--- config.mk ---
export PLATFORM = sky130hd
export DESIGN_NAME = hazard_ctrl_flat
export DESIGN_NICKNAME = d
export VERILOG_FILES = /design/src/rtl/hazard_ctrl_if.sv /design/src/rtl/hazard_ctrl.sv /design/src/flat_wrapper.sv
export SDC_FILE = /design/constraint.sdc
export NUM_CORES = 1
export LEC_CHECK = 0
export CAP_MARGIN = 20
export CORE_MARGIN = 1.5
export CORE_UTILIZATION = 50
export CTS_CLUSTER_SIZE = 20
export DETAILED_ROUTE_END_ITERATION = 8
export PLACE_DENSITY = 0.8
export SYNTH_ARGS = -nofsm -noshare
export SYNTH_HDL_FRONTEND = slang
export SYNTH_SLANG_ARGS = --single-unit
export TNS_END_PERCENT = 50
--- constraint.sdc ---
create_clock -name clk_i -period 3.19 [get_ports clk_i]
set_clock_uncertainty 0.15 [all_clocks]
set_input_delay 0.638 -clock clk_i [delete_from_list [all_inputs] [get_ports clk_i]]
set_output_delay 0.638 -clock clk_i [all_outputs]
set_load 0.01 [all_outputs]
--- src/rtl/hazard_ctrl_if.sv ---
// ---------------------------------------------------------------------------
// hazard_ctrl_if
//   Bundles every pipeline-facing signal of the hazard controller.
//   master : pipeline side. It drives hazard sources and memory ack, and it
//            consumes the stall/flush/request/status outputs.
//   slave  : hazard controller side.
//   Signals:
//     exmem_mem_access_i  EX_MEM holds a load or store
//     dmem_ack_i          data memory completes access this cycle
//     dmem_req_o          request to data memory
//     idex_memread_i      ID_EX holds a load
//     idex_rd_i           load destination register
//     ifid_rs1_i/rs2_i    source registers of the IF_ID instruction
//     branch_taken_i      branch resolved taken in ID
//     stall_*_o           per-register stall enables
//     flush_*_o           per-register bubble inserts
//     error_o             sticky memory timeout
//     stall_cnt_o         saturating count of stall_pc_o cycles
// ---------------------------------------------------------------------------
interface hazard_ctrl_if #(
  parameter int unsigned CNT_W = 32
);
  logic             exmem_mem_access_i;
  logic             dmem_ack_i;
  logic             dmem_req_o;
  logic             idex_memread_i;
  logic [4:0]       idex_rd_i;
  logic [4:0]       ifid_rs1_i;
  logic [4:0]       ifid_rs2_i;
  logic             branch_taken_i;
  logic             stall_pc_o;
  logic             stall_ifid_o;
  logic             stall_idex_o;
  logic             stall_exmem_o;
  logic             stall_memwb_o;
  logic             flush_ifid_o;
  logic             flush_idex_o;
  logic             flush_memwb_o;
  logic             error_o;
  logic [CNT_W-1:0] stall_cnt_o;

  modport master (
    output exmem_mem_access_i, dmem_ack_i, idex_memread_i, idex_rd_i,
           ifid_rs1_i, ifid_rs2_i, branch_taken_i,
    input  dmem_req_o, stall_pc_o, stall_ifid_o, stall_idex_o,
           stall_exmem_o, stall_memwb_o, flush_ifid_o, flush_idex_o,
           flush_memwb_o, error_o, stall_cnt_o
  );

  modport slave (
    input  exmem_mem_access_i, dmem_ack_i, idex_memread_i, idex_rd_i,
           ifid_rs1_i, ifid_rs2_i, branch_taken_i,
    output dmem_req_o, stall_pc_o, stall_ifid_o, stall_idex_o,
           stall_exmem_o, stall_memwb_o, flush_ifid_o, flush_idex_o,
           flush_memwb_o, error_o, stall_cnt_o
  );
endinterface

--- src/rtl/hazard_ctrl.sv ---
// ---------------------------------------------------------------------------
// hazard_ctrl
//   Central stall/flush controller for the 5-stage pipeline.
//   Priority: multi-cycle memory access > load-use hazard > taken branch.
//   Ports:
//     clk_i  rising-edge clock
//     rst_i  asynchronous active-low reset
//     bus    hazard_ctrl_if.slave (hazard sources, memory handshake,
//            stall/flush outputs, error_o, stall_cnt_o)
//   Parameters:
//     MEM_TIMEOUT  max MEM_REQ wait cycles before ERROR (1..65535)
//     CNT_W        stall-cycle counter width
//   Stall/flush/request outputs are combinational from state and inputs;
//   error_o and stall_cnt_o are registered.
// ---------------------------------------------------------------------------
module hazard_ctrl #(
  parameter int unsigned MEM_TIMEOUT = 255,
  parameter int unsigned CNT_W       = 32
) (
  input  logic          clk_i,
  input  logic          rst_i,
  hazard_ctrl_if.slave  bus
);

  typedef enum logic [1:0] {
    IDLE    = 2'd0,
    MEM_REQ = 2'd1,
    ERROR   = 2'd2
  } state_t;

  localparam logic [15:0] TO_LAST = 16'(MEM_TIMEOUT - 1);

  state_t           state;
  logic [15:0]      to_cnt;
  logic             error_q;
  logic [CNT_W-1:0] stall_cnt_q;

  logic load_use;
  logic mem_stall;
  logic lu_stall;
  logic br_flush;
  logic req;

  assign load_use = bus.idex_memread_i && (bus.idex_rd_i != 5'd0) &&
                    ((bus.idex_rd_i == bus.ifid_rs1_i) ||
                     (bus.idex_rd_i == bus.ifid_rs2_i));

  // Hazard classification; each class is exclusive so lower-priority
  // flushes are never raised together with a higher-priority stall.
  always_comb begin
    mem_stall = 1'b0;
    lu_stall  = 1'b0;
    br_flush  = 1'b0;
    req       = 1'b0;
    unique case (state)
      IDLE: begin
        if (bus.exmem_mem_access_i) mem_stall = 1'b1;
        else if (load_use)          lu_stall  = 1'b1;
        else if (bus.branch_taken_i) br_flush = 1'b1;
      end
      MEM_REQ: begin
        req = 1'b1;
        // On the ack cycle the pipeline advances, so the normal
        // load-use/branch rules apply; a new memory op is picked up in IDLE.
        if (!bus.dmem_ack_i)         mem_stall = 1'b1;
        else if (load_use)           lu_stall  = 1'b1;
        else if (bus.branch_taken_i) br_flush  = 1'b1;
      end
      ERROR: mem_stall = 1'b1;
      default: ;
    endcase
  end

  // rst_i gating keeps outputs quiet even though IDLE still decodes inputs.
  assign bus.dmem_req_o    = rst_i & req;
  assign bus.stall_pc_o    = rst_i & (mem_stall | lu_stall);
  assign bus.stall_ifid_o  = rst_i & (mem_stall | lu_stall);
  assign bus.stall_idex_o  = rst_i & mem_stall;
  assign bus.stall_exmem_o = rst_i & mem_stall;
  assign bus.stall_memwb_o = rst_i & mem_stall;
  assign bus.flush_ifid_o  = rst_i & br_flush;
  assign bus.flush_idex_o  = rst_i & lu_stall;
  assign bus.flush_memwb_o = rst_i & mem_stall;
  assign bus.error_o       = error_q;
  assign bus.stall_cnt_o   = stall_cnt_q;

  always_ff @(posedge clk_i or negedge rst_i) begin
    if (!rst_i) begin
      state   <= IDLE;
      to_cnt  <= '0;
      error_q <= 1'b0;
    end else begin
      unique case (state)
        IDLE: begin
          if (bus.exmem_mem_access_i) begin
            state  <= MEM_REQ;
            to_cnt <= '0;
          end
        end
        MEM_REQ: begin
          if (bus.dmem_ack_i) begin
            state <= IDLE;
          end else begin
            to_cnt <= to_cnt + 16'd1;
            if (to_cnt == TO_LAST) begin
              state   <= ERROR;
              error_q <= 1'b1;
            end
          end
        end
        ERROR: error_q <= 1'b1;
        default: state <= IDLE;
      endcase
    end
  end

  always_ff @(posedge clk_i or negedge rst_i) begin
    if (!rst_i) begin
      stall_cnt_q <= '0;
    end else if (bus.stall_pc_o && (stall_cnt_q != '1)) begin
      stall_cnt_q <= stall_cnt_q + 1'b1;
    end
  end

endmodule

--- src/flat_wrapper.sv ---
// flat-port wrapper written by rule: the top's interface ports become plain ports
module hazard_ctrl_flat 
#(
  parameter int unsigned MEM_TIMEOUT = 255,
  parameter int unsigned CNT_W       = 32
)
  (clk_i, rst_i, bus_exmem_mem_access_i, bus_dmem_ack_i, bus_idex_memread_i, bus_idex_rd_i, bus_ifid_rs1_i, bus_ifid_rs2_i, bus_branch_taken_i, bus_dmem_req_o, bus_stall_pc_o, bus_stall_ifid_o, bus_stall_idex_o, bus_stall_exmem_o, bus_stall_memwb_o, bus_flush_ifid_o, bus_flush_idex_o, bus_flush_memwb_o, bus_error_o, bus_stall_cnt_o);
  hazard_ctrl_if #(.CNT_W(CNT_W)) bus_i ();
  input  logic clk_i;
  input  logic rst_i;
  input wire logic [$bits(bus_i.exmem_mem_access_i)-1:0] bus_exmem_mem_access_i;
  input wire logic [$bits(bus_i.dmem_ack_i)-1:0] bus_dmem_ack_i;
  input wire logic [$bits(bus_i.idex_memread_i)-1:0] bus_idex_memread_i;
  input wire logic [$bits(bus_i.idex_rd_i)-1:0] bus_idex_rd_i;
  input wire logic [$bits(bus_i.ifid_rs1_i)-1:0] bus_ifid_rs1_i;
  input wire logic [$bits(bus_i.ifid_rs2_i)-1:0] bus_ifid_rs2_i;
  input wire logic [$bits(bus_i.branch_taken_i)-1:0] bus_branch_taken_i;
  output wire logic [$bits(bus_i.dmem_req_o)-1:0] bus_dmem_req_o;
  output wire logic [$bits(bus_i.stall_pc_o)-1:0] bus_stall_pc_o;
  output wire logic [$bits(bus_i.stall_ifid_o)-1:0] bus_stall_ifid_o;
  output wire logic [$bits(bus_i.stall_idex_o)-1:0] bus_stall_idex_o;
  output wire logic [$bits(bus_i.stall_exmem_o)-1:0] bus_stall_exmem_o;
  output wire logic [$bits(bus_i.stall_memwb_o)-1:0] bus_stall_memwb_o;
  output wire logic [$bits(bus_i.flush_ifid_o)-1:0] bus_flush_ifid_o;
  output wire logic [$bits(bus_i.flush_idex_o)-1:0] bus_flush_idex_o;
  output wire logic [$bits(bus_i.flush_memwb_o)-1:0] bus_flush_memwb_o;
  output wire logic [$bits(bus_i.error_o)-1:0] bus_error_o;
  output wire logic [$bits(bus_i.stall_cnt_o)-1:0] bus_stall_cnt_o;
  assign bus_i.exmem_mem_access_i = bus_exmem_mem_access_i;
  assign bus_i.dmem_ack_i = bus_dmem_ack_i;
  assign bus_i.idex_memread_i = bus_idex_memread_i;
  assign bus_i.idex_rd_i = bus_idex_rd_i;
  assign bus_i.ifid_rs1_i = bus_ifid_rs1_i;
  assign bus_i.ifid_rs2_i = bus_ifid_rs2_i;
  assign bus_i.branch_taken_i = bus_branch_taken_i;
  assign bus_dmem_req_o = bus_i.dmem_req_o;
  assign bus_stall_pc_o = bus_i.stall_pc_o;
  assign bus_stall_ifid_o = bus_i.stall_ifid_o;
  assign bus_stall_idex_o = bus_i.stall_idex_o;
  assign bus_stall_exmem_o = bus_i.stall_exmem_o;
  assign bus_stall_memwb_o = bus_i.stall_memwb_o;
  assign bus_flush_ifid_o = bus_i.flush_ifid_o;
  assign bus_flush_idex_o = bus_i.flush_idex_o;
  assign bus_flush_memwb_o = bus_i.flush_memwb_o;
  assign bus_error_o = bus_i.error_o;
  assign bus_stall_cnt_o = bus_i.stall_cnt_o;
  hazard_ctrl #(.MEM_TIMEOUT(MEM_TIMEOUT), .CNT_W(CNT_W)) u_core (.clk_i(clk_i), .rst_i(rst_i), .bus(bus_i));
endmodule
# ---- After elaboration in Yosys (flattened, before gate mapping)
# Cells that the tools add are included.
dict set report word_totals {
  register_bits 51
  elab_cells 57
  inputBits 21
}
dict set report op_classes {
  muxes 23
  n_eq_ne 10
  add_sub_neg 2
  bitwise 7
  n_reduce_logical 11
}
# cell n
set op_table {}
lappend op_table {{$add A32 B1 Y32 const B} 1}
lappend op_table {{$mux W16} 2}
lappend op_table {{$ne A32 B32 Y1 const B} 1}
lappend op_table {{$pmux W16 S2} 1}
lappend op_table {{$add A16 B1 Y16 const B} 1}
lappend op_table {{$eq A16 B8 Y1 const B} 1}
lappend op_table {{$mux W1} 12}
lappend op_table {{$eq A5 B5 Y1} 2}
lappend op_table {{$reduce_and A3 Y1} 3}
lappend op_table {{$mux W2} 3}
lappend op_table {{$pmux W1 S2} 3}
lappend op_table {{$pmux W2 S3} 1}
lappend op_table {{$and A1 B1 Y1} 5}
lappend op_table {{$reduce_bool A5 Y1} 1}
lappend op_table {{$ne A2 B2 Y1 const B} 2}
lappend op_table {{$reduce_bool A2 Y1} 2}
lappend op_table {{$logic_and A1 B1 Y1} 3}
lappend op_table {{$ne A3 B2 Y1 const B} 1}
lappend op_table {{$pmux W1 S3} 1}
lappend op_table {{$eq A2 B1 Y1 const B} 1}
lappend op_table {{$eq A2 B2 Y1 const B} 1}
lappend op_table {{$logic_not A2 Y1} 1}
lappend op_table {{$ne A2 B1 Y1 const B} 1}
lappend op_table {{$logic_or A1 B1 Y1} 1}
lappend op_table {{2 further kinds} 2}

# ---- Longest topological paths before layout
dict set report depth {
  word_depth 9
  depth_mapped 7
}

# ---- Worst setup path before layout
# Ideal clock, no wire load.
dict set report synth_path {
  path_type {in2out}
  start {input port bus_idex_rd_i[0]}
  end {output port bus_stall_pc_o}
  required_ns 2.402
  slack_ns 0.332
  path_buffers 2
  arrival_time_ns 2.070
  path_stages 6
  path_cell_list {or4_1 o21a_1 a31oi_2 buf_2 inv_1 buf_4}
}
dict set report synth_via {
  elab_chain_len 8
  word_cells_on_any_way 12
}
# item line_no
set synth_rtl {}
lappend synth_rtl {{from (decl)} flat_wrapper.sv:14} ;# input wire logic [$bits(bus_i.idex_rd_i)-1:0] bus_idex_rd_i;
lappend synth_rtl {{$eq A5 B5 Y1, or another cell as far along} hazard_ctrl.sv:45} ;# ((bus.idex_rd_i == bus.ifid_rs1_i) ||
lappend synth_rtl {{$logic_or A1 B1 Y1 / $logic_and A1 B1 Y1 (equally long branches)} {hazard_ctrl.sv:45, hazard_ctrl.sv:44}}
lappend synth_rtl {{$logic_and A1 B1 Y1 *} hazard_ctrl.sv:44} ;# assign load_use = bus.idex_memread_i && (bus.idex_rd_i != 5'd0) &&
lappend synth_rtl {{$mux W1 *} {hazard_ctrl.sv:58, hazard_ctrl.sv:66}}
lappend synth_rtl {{$mux W1 (on tied branches)} {hazard_ctrl.sv:65, hazard_ctrl.sv:57}}
lappend synth_rtl {{$pmux W1 S2 *} hazard_ctrl.sv:55} ;# unique case (state)
lappend synth_rtl {{$or A1 B1 Y1 *} n/a}
lappend synth_rtl {{$and A1 B1 Y1 *} n/a}
lappend synth_rtl {{to (decl)} flat_wrapper.sv:19} ;# output wire logic [$bits(bus_i.stall_pc_o)-1:0] bus_stall_pc_o;
# Every way passes the cells marked *; elsewhere a longest branch is shown, timed or not.

# ---- Worst setup path in the final report
dict set report layout_path {
  start {input port bus_idex_rd_i[0]}
  end {output port bus_stall_pc_o}
}
dict set report layout_via {
  elab_chain_len 8
  word_cells_on_any_way 12
}
# item line_no
set layout_rtl {}
lappend layout_rtl {{$eq A5 B5 Y1, or another cell as far along} hazard_ctrl.sv:45}
lappend layout_rtl {{$logic_or A1 B1 Y1 / $logic_and A1 B1 Y1 (equally long branches)} {hazard_ctrl.sv:45, hazard_ctrl.sv:44}}
lappend layout_rtl {{$logic_and A1 B1 Y1 *} hazard_ctrl.sv:44}
lappend layout_rtl {{$mux W1 *} {hazard_ctrl.sv:58, hazard_ctrl.sv:66}}
lappend layout_rtl {{$mux W1 (on tied branches)} {hazard_ctrl.sv:65, hazard_ctrl.sv:57}}
lappend layout_rtl {{$pmux W1 S2 *} hazard_ctrl.sv:55}
lappend layout_rtl {{$or A1 B1 Y1 *} hazard_ctrl.sv:76} ;# assign bus.stall_pc_o = rst_i & (mem_stall | lu_stall);
lappend layout_rtl {{$and A1 B1 Y1 *} hazard_ctrl.sv:76}
# Marks and branches as above.

==> results_dict.tcl <==
set metrics [dict create \
    status "completed" \
    synth_cell_types 40 \
    core-area_um2 5240 \
    num_rows 26 \
    power.total_uw 1680 \
    max_freq_mhz 315 \
    vias 2352 \
    overflow 0 \
    cp_cell_sequence "clkdlybuf4s50_1, or4_4, o21a_4, a31oi_4, inv_1, dlygate4sd2_1" \
    p_switching_uw 504 \
    start_util_pct 53.0 \
    slowest_delay_ns 0.54 \
    utilization_pct 69.9 \
    first_pass_iters 4 \
    grt_pass1_wl_um 10300 \
    syn2layout_area_growth_pct 31.9 \
    design_area_um2 3660 \
    drc 0 \
    wl_per_cell_um 14.6 \
    start_kind "primary input" \
    syn_area_per_cell_um2 9.92 \
    whs_ns 0.335 \
    ir_drop_mv 0.292 \
    finalHoldViolCount 0 \
    avgViaCountPerCell 5.53 \
    endpoint_kind "output port" \
    ios 63 \
    antenna_cells 0 \
    die_x_um 77.5 \
    portBuffers 62 \
    max-slew-margin-rel_pct 59.8 \
    tritoncts "built" \
    regToRegEndpoint "u_core.bus.stall_cnt_o[1]" \
    ys_ff_latch 51 \
    final_cell_mix "56 x clkdlybuf4s50_1, 51 x dfrtp_1, 41 x xor2_1" \
    setup.worst_path.end "bus_stall_pc_o" \
    cap_violations 0 \
    reg2reg_slack_ns 0.68 \
    dpl_cell_area_um2 3510 \
    place_congestion 0.827 \
    cp-startpoint "bus_idex_rd_i[0]" \
    final_cells 425 \
    numCtsBuffers 5 \
    final.fill_count 390 \
    clk_latency_ns 0.32 \
    rsz0062_at_grt "true" \
    layout.cells.most_common "clkdlybuf4s50_1" \
    critPathArrivalTime_ns 2.39 \
    track_usage_pct 21.4 \
    path_class "in -> out" \
    crit_required_ns 2.40 \
    setup_viol 0 \
    switching_share_pct 30.1 \
    maxSlewViolCount 0 \
    async_flop_share_pct 100 \
    r2r_cells 6 \
    clkTransAtPathRegs_ns 0.09 \
    synth_area_um2 2780 \
    cts_buffer_depth 2 \
    p_leak_uw 0.00165 \
    pwr-share-seq_pct 47.8 \
    syn_nets 304 \
    critPathMaxFanout 3 \
    syn_inst 280 \
    p_comb_share_pct 24.0 \
    die_area_um2 6010 \
    power.density_nw_per_um2 458 \
    clock_sinks 51 \
    synth_ff_type "dfrtp_1" \
    p_int_uw 1170 \
    multi_input_area_um2 1440 \
    timing.final.crit_period_ns 3.18 \
    tightest_slew_ns 0.602 \
    final.period_utilization_pct 99.6 \
    wl_um 6190 \
    clockRootBuffer "clkbuf_8" \
    final-seq-area_um2 1280 \
    h-tree-depth 2 \
    grt_pass1_vias 2203 \
    die_h_um 77.5 \
    dp_cells 415 \
    seq_area_frac_synth_pct 46.0 \
    grt_max_degree 49 \
    hold_start "u_core.bus.error_o" \
    nets 378 \
    dp_hpwl_um 4310 \
    worstReg2RegStart "u_core.bus.stall_cnt_o[14]" \
    ant_nets 0 \
    drive_above_1_share_pct 10.7 \
    critical_path.slowest_cell "or4_4" \
    antenna_found_initial 0 \
    synth_edf_count 0 \
    clkPwrFrac_pct 28.2 \
    drt_iter0_drc 168 \
    yosys_warnings 0 \
    hold_class "reg -> reg" \
]
## repair_timing
action                     in CTS  in global routing
resized for setup               7                  2
hold buffers                    1                  0
setup endpoints to repair       4                  6
setup buffers                   0                  1
pin swaps                       1                  3
cloned                          0                  0
hold endpoints to repair        3                  0
## kinds of logic (layout without fill, tap and decap cells)
group	count (synthesis)	in the layout	synth area share, %
AOI/OAI and AO/OA	16	16	4.10
DFF	51	51	46.0
xor gates and xnor gates	54	54	17.0
adders and majority gates	3	3	1.35
muxes	1	1	0.541
buffers and inverters	15	90	3.24
and+or+nand+nor	140	140	27.8
## routing by layer
layer  global-route usage (%)  share of wire [%]  vias to the layer above
met1                     27.8                 45                     1148
li1                         -                  -                     1124
met5                        0                  0                        -
met3                     3.18                4.1                       11
met4                     6.55                1.3                        0
met2                     36.9                 50                       69
## state kept, by name, indices dropped and copies added (netlist names)
| register | flops |
|---|---|
| u_core.to_cnt | 16 |
| u_core.bus.error_o | 1 |
| u_core.state | 2 |
| u_core.bus.stall_cnt_o | 32 |
## critical path, delay by kind of cell
kind	cells	cell delay, ns
AO/OA/AOI/OAI	2	0.44
AND/OR/NAND/NOR	1	0.54
buffers and inverters	3	0.77
## layout make-up
cell class	count	share of cell area [%]
well taps	70	2.39
multi-input cells	214	39.2
clock inverters	3	1.26
repair buffers	78	20.0
flip-flops and latches	51	34.8
inverters	4	0.410
clock buffers	5	1.88
## stage by stage
| stage | TNS [ns] | worst slack (ns) |
|---|---|---|
| after global placement | -0.817 | -0.262 |
| after floorplan | 0 | 0.332 |
| after CTS | 0 | 0.0169 |
| after detailed placement | -0.903 | -0.286 |
| final | 0 | 0.0123 |
| after global routing | -0.114 | -0.0584 |
## Yosys cell counts (all sizes together), types with 2 or more instances
cell type | count | area share [%]
a21o | 2 | 0.54
nand2b | 2 | 0.45
nor4 | 10 | 2.8
o41ai | 3 | 0.95
or2 | 2 | 0.45
dfrtp | 51 | 46
and3 | 4 | 0.90
inv | 4 | 0.54
buf | 9 | 2.4
xnor2 | 13 | 4.1
ha | 3 | 1.4
and4 | 2 | 0.63
nand3 | 15 | 2.7
o21ai | 2 | 0.36
xor2 | 41 | 13
a21oi | 4 | 0.72
nor2 | 32 | 5.0
nor4b | 4 | 1.3
nor3 | 20 | 4.0
and4b | 2 | 0.72
o21a | 2 | 0.54
nand4 | 14 | 3.4
or3 | 2 | 0.45
nor3b | 2 | 0.54
nand2 | 26 | 3.5
clkbuf | 2 | 0.27
## power by group through the flow
stage          registers [uW]  logic, uW  clock network, uW
6_report                  802        402                473
5_1_grt                   814        433                508
4_1_cts                   801        398                481
3_5_place_dp              813        395                  0
3_3_place_gp              811        387                  0
2_1_floorplan             823        162                  0
## worst min-delay path by stage
| stage | endpoint | cells after the start | slack (ns) |
|---|---|---|---|
| 3_5_place_dp | u_core.bus.error_o | 1 | 0.30 |
| 3_3_place_gp | u_core.state[1] | 1 | 0.31 |
| 6_report | u_core.bus.error_o | 1 | 0.34 |
| 2_1_floorplan | u_core.bus.error_o | 0 | 0.19 |
| 5_1_grt | u_core.bus.error_o | 1 | 0.34 |
| 4_1_cts | u_core.bus.error_o | 1 | 0.33 |
No activity file was read; power rests on OpenSTA's default activity.
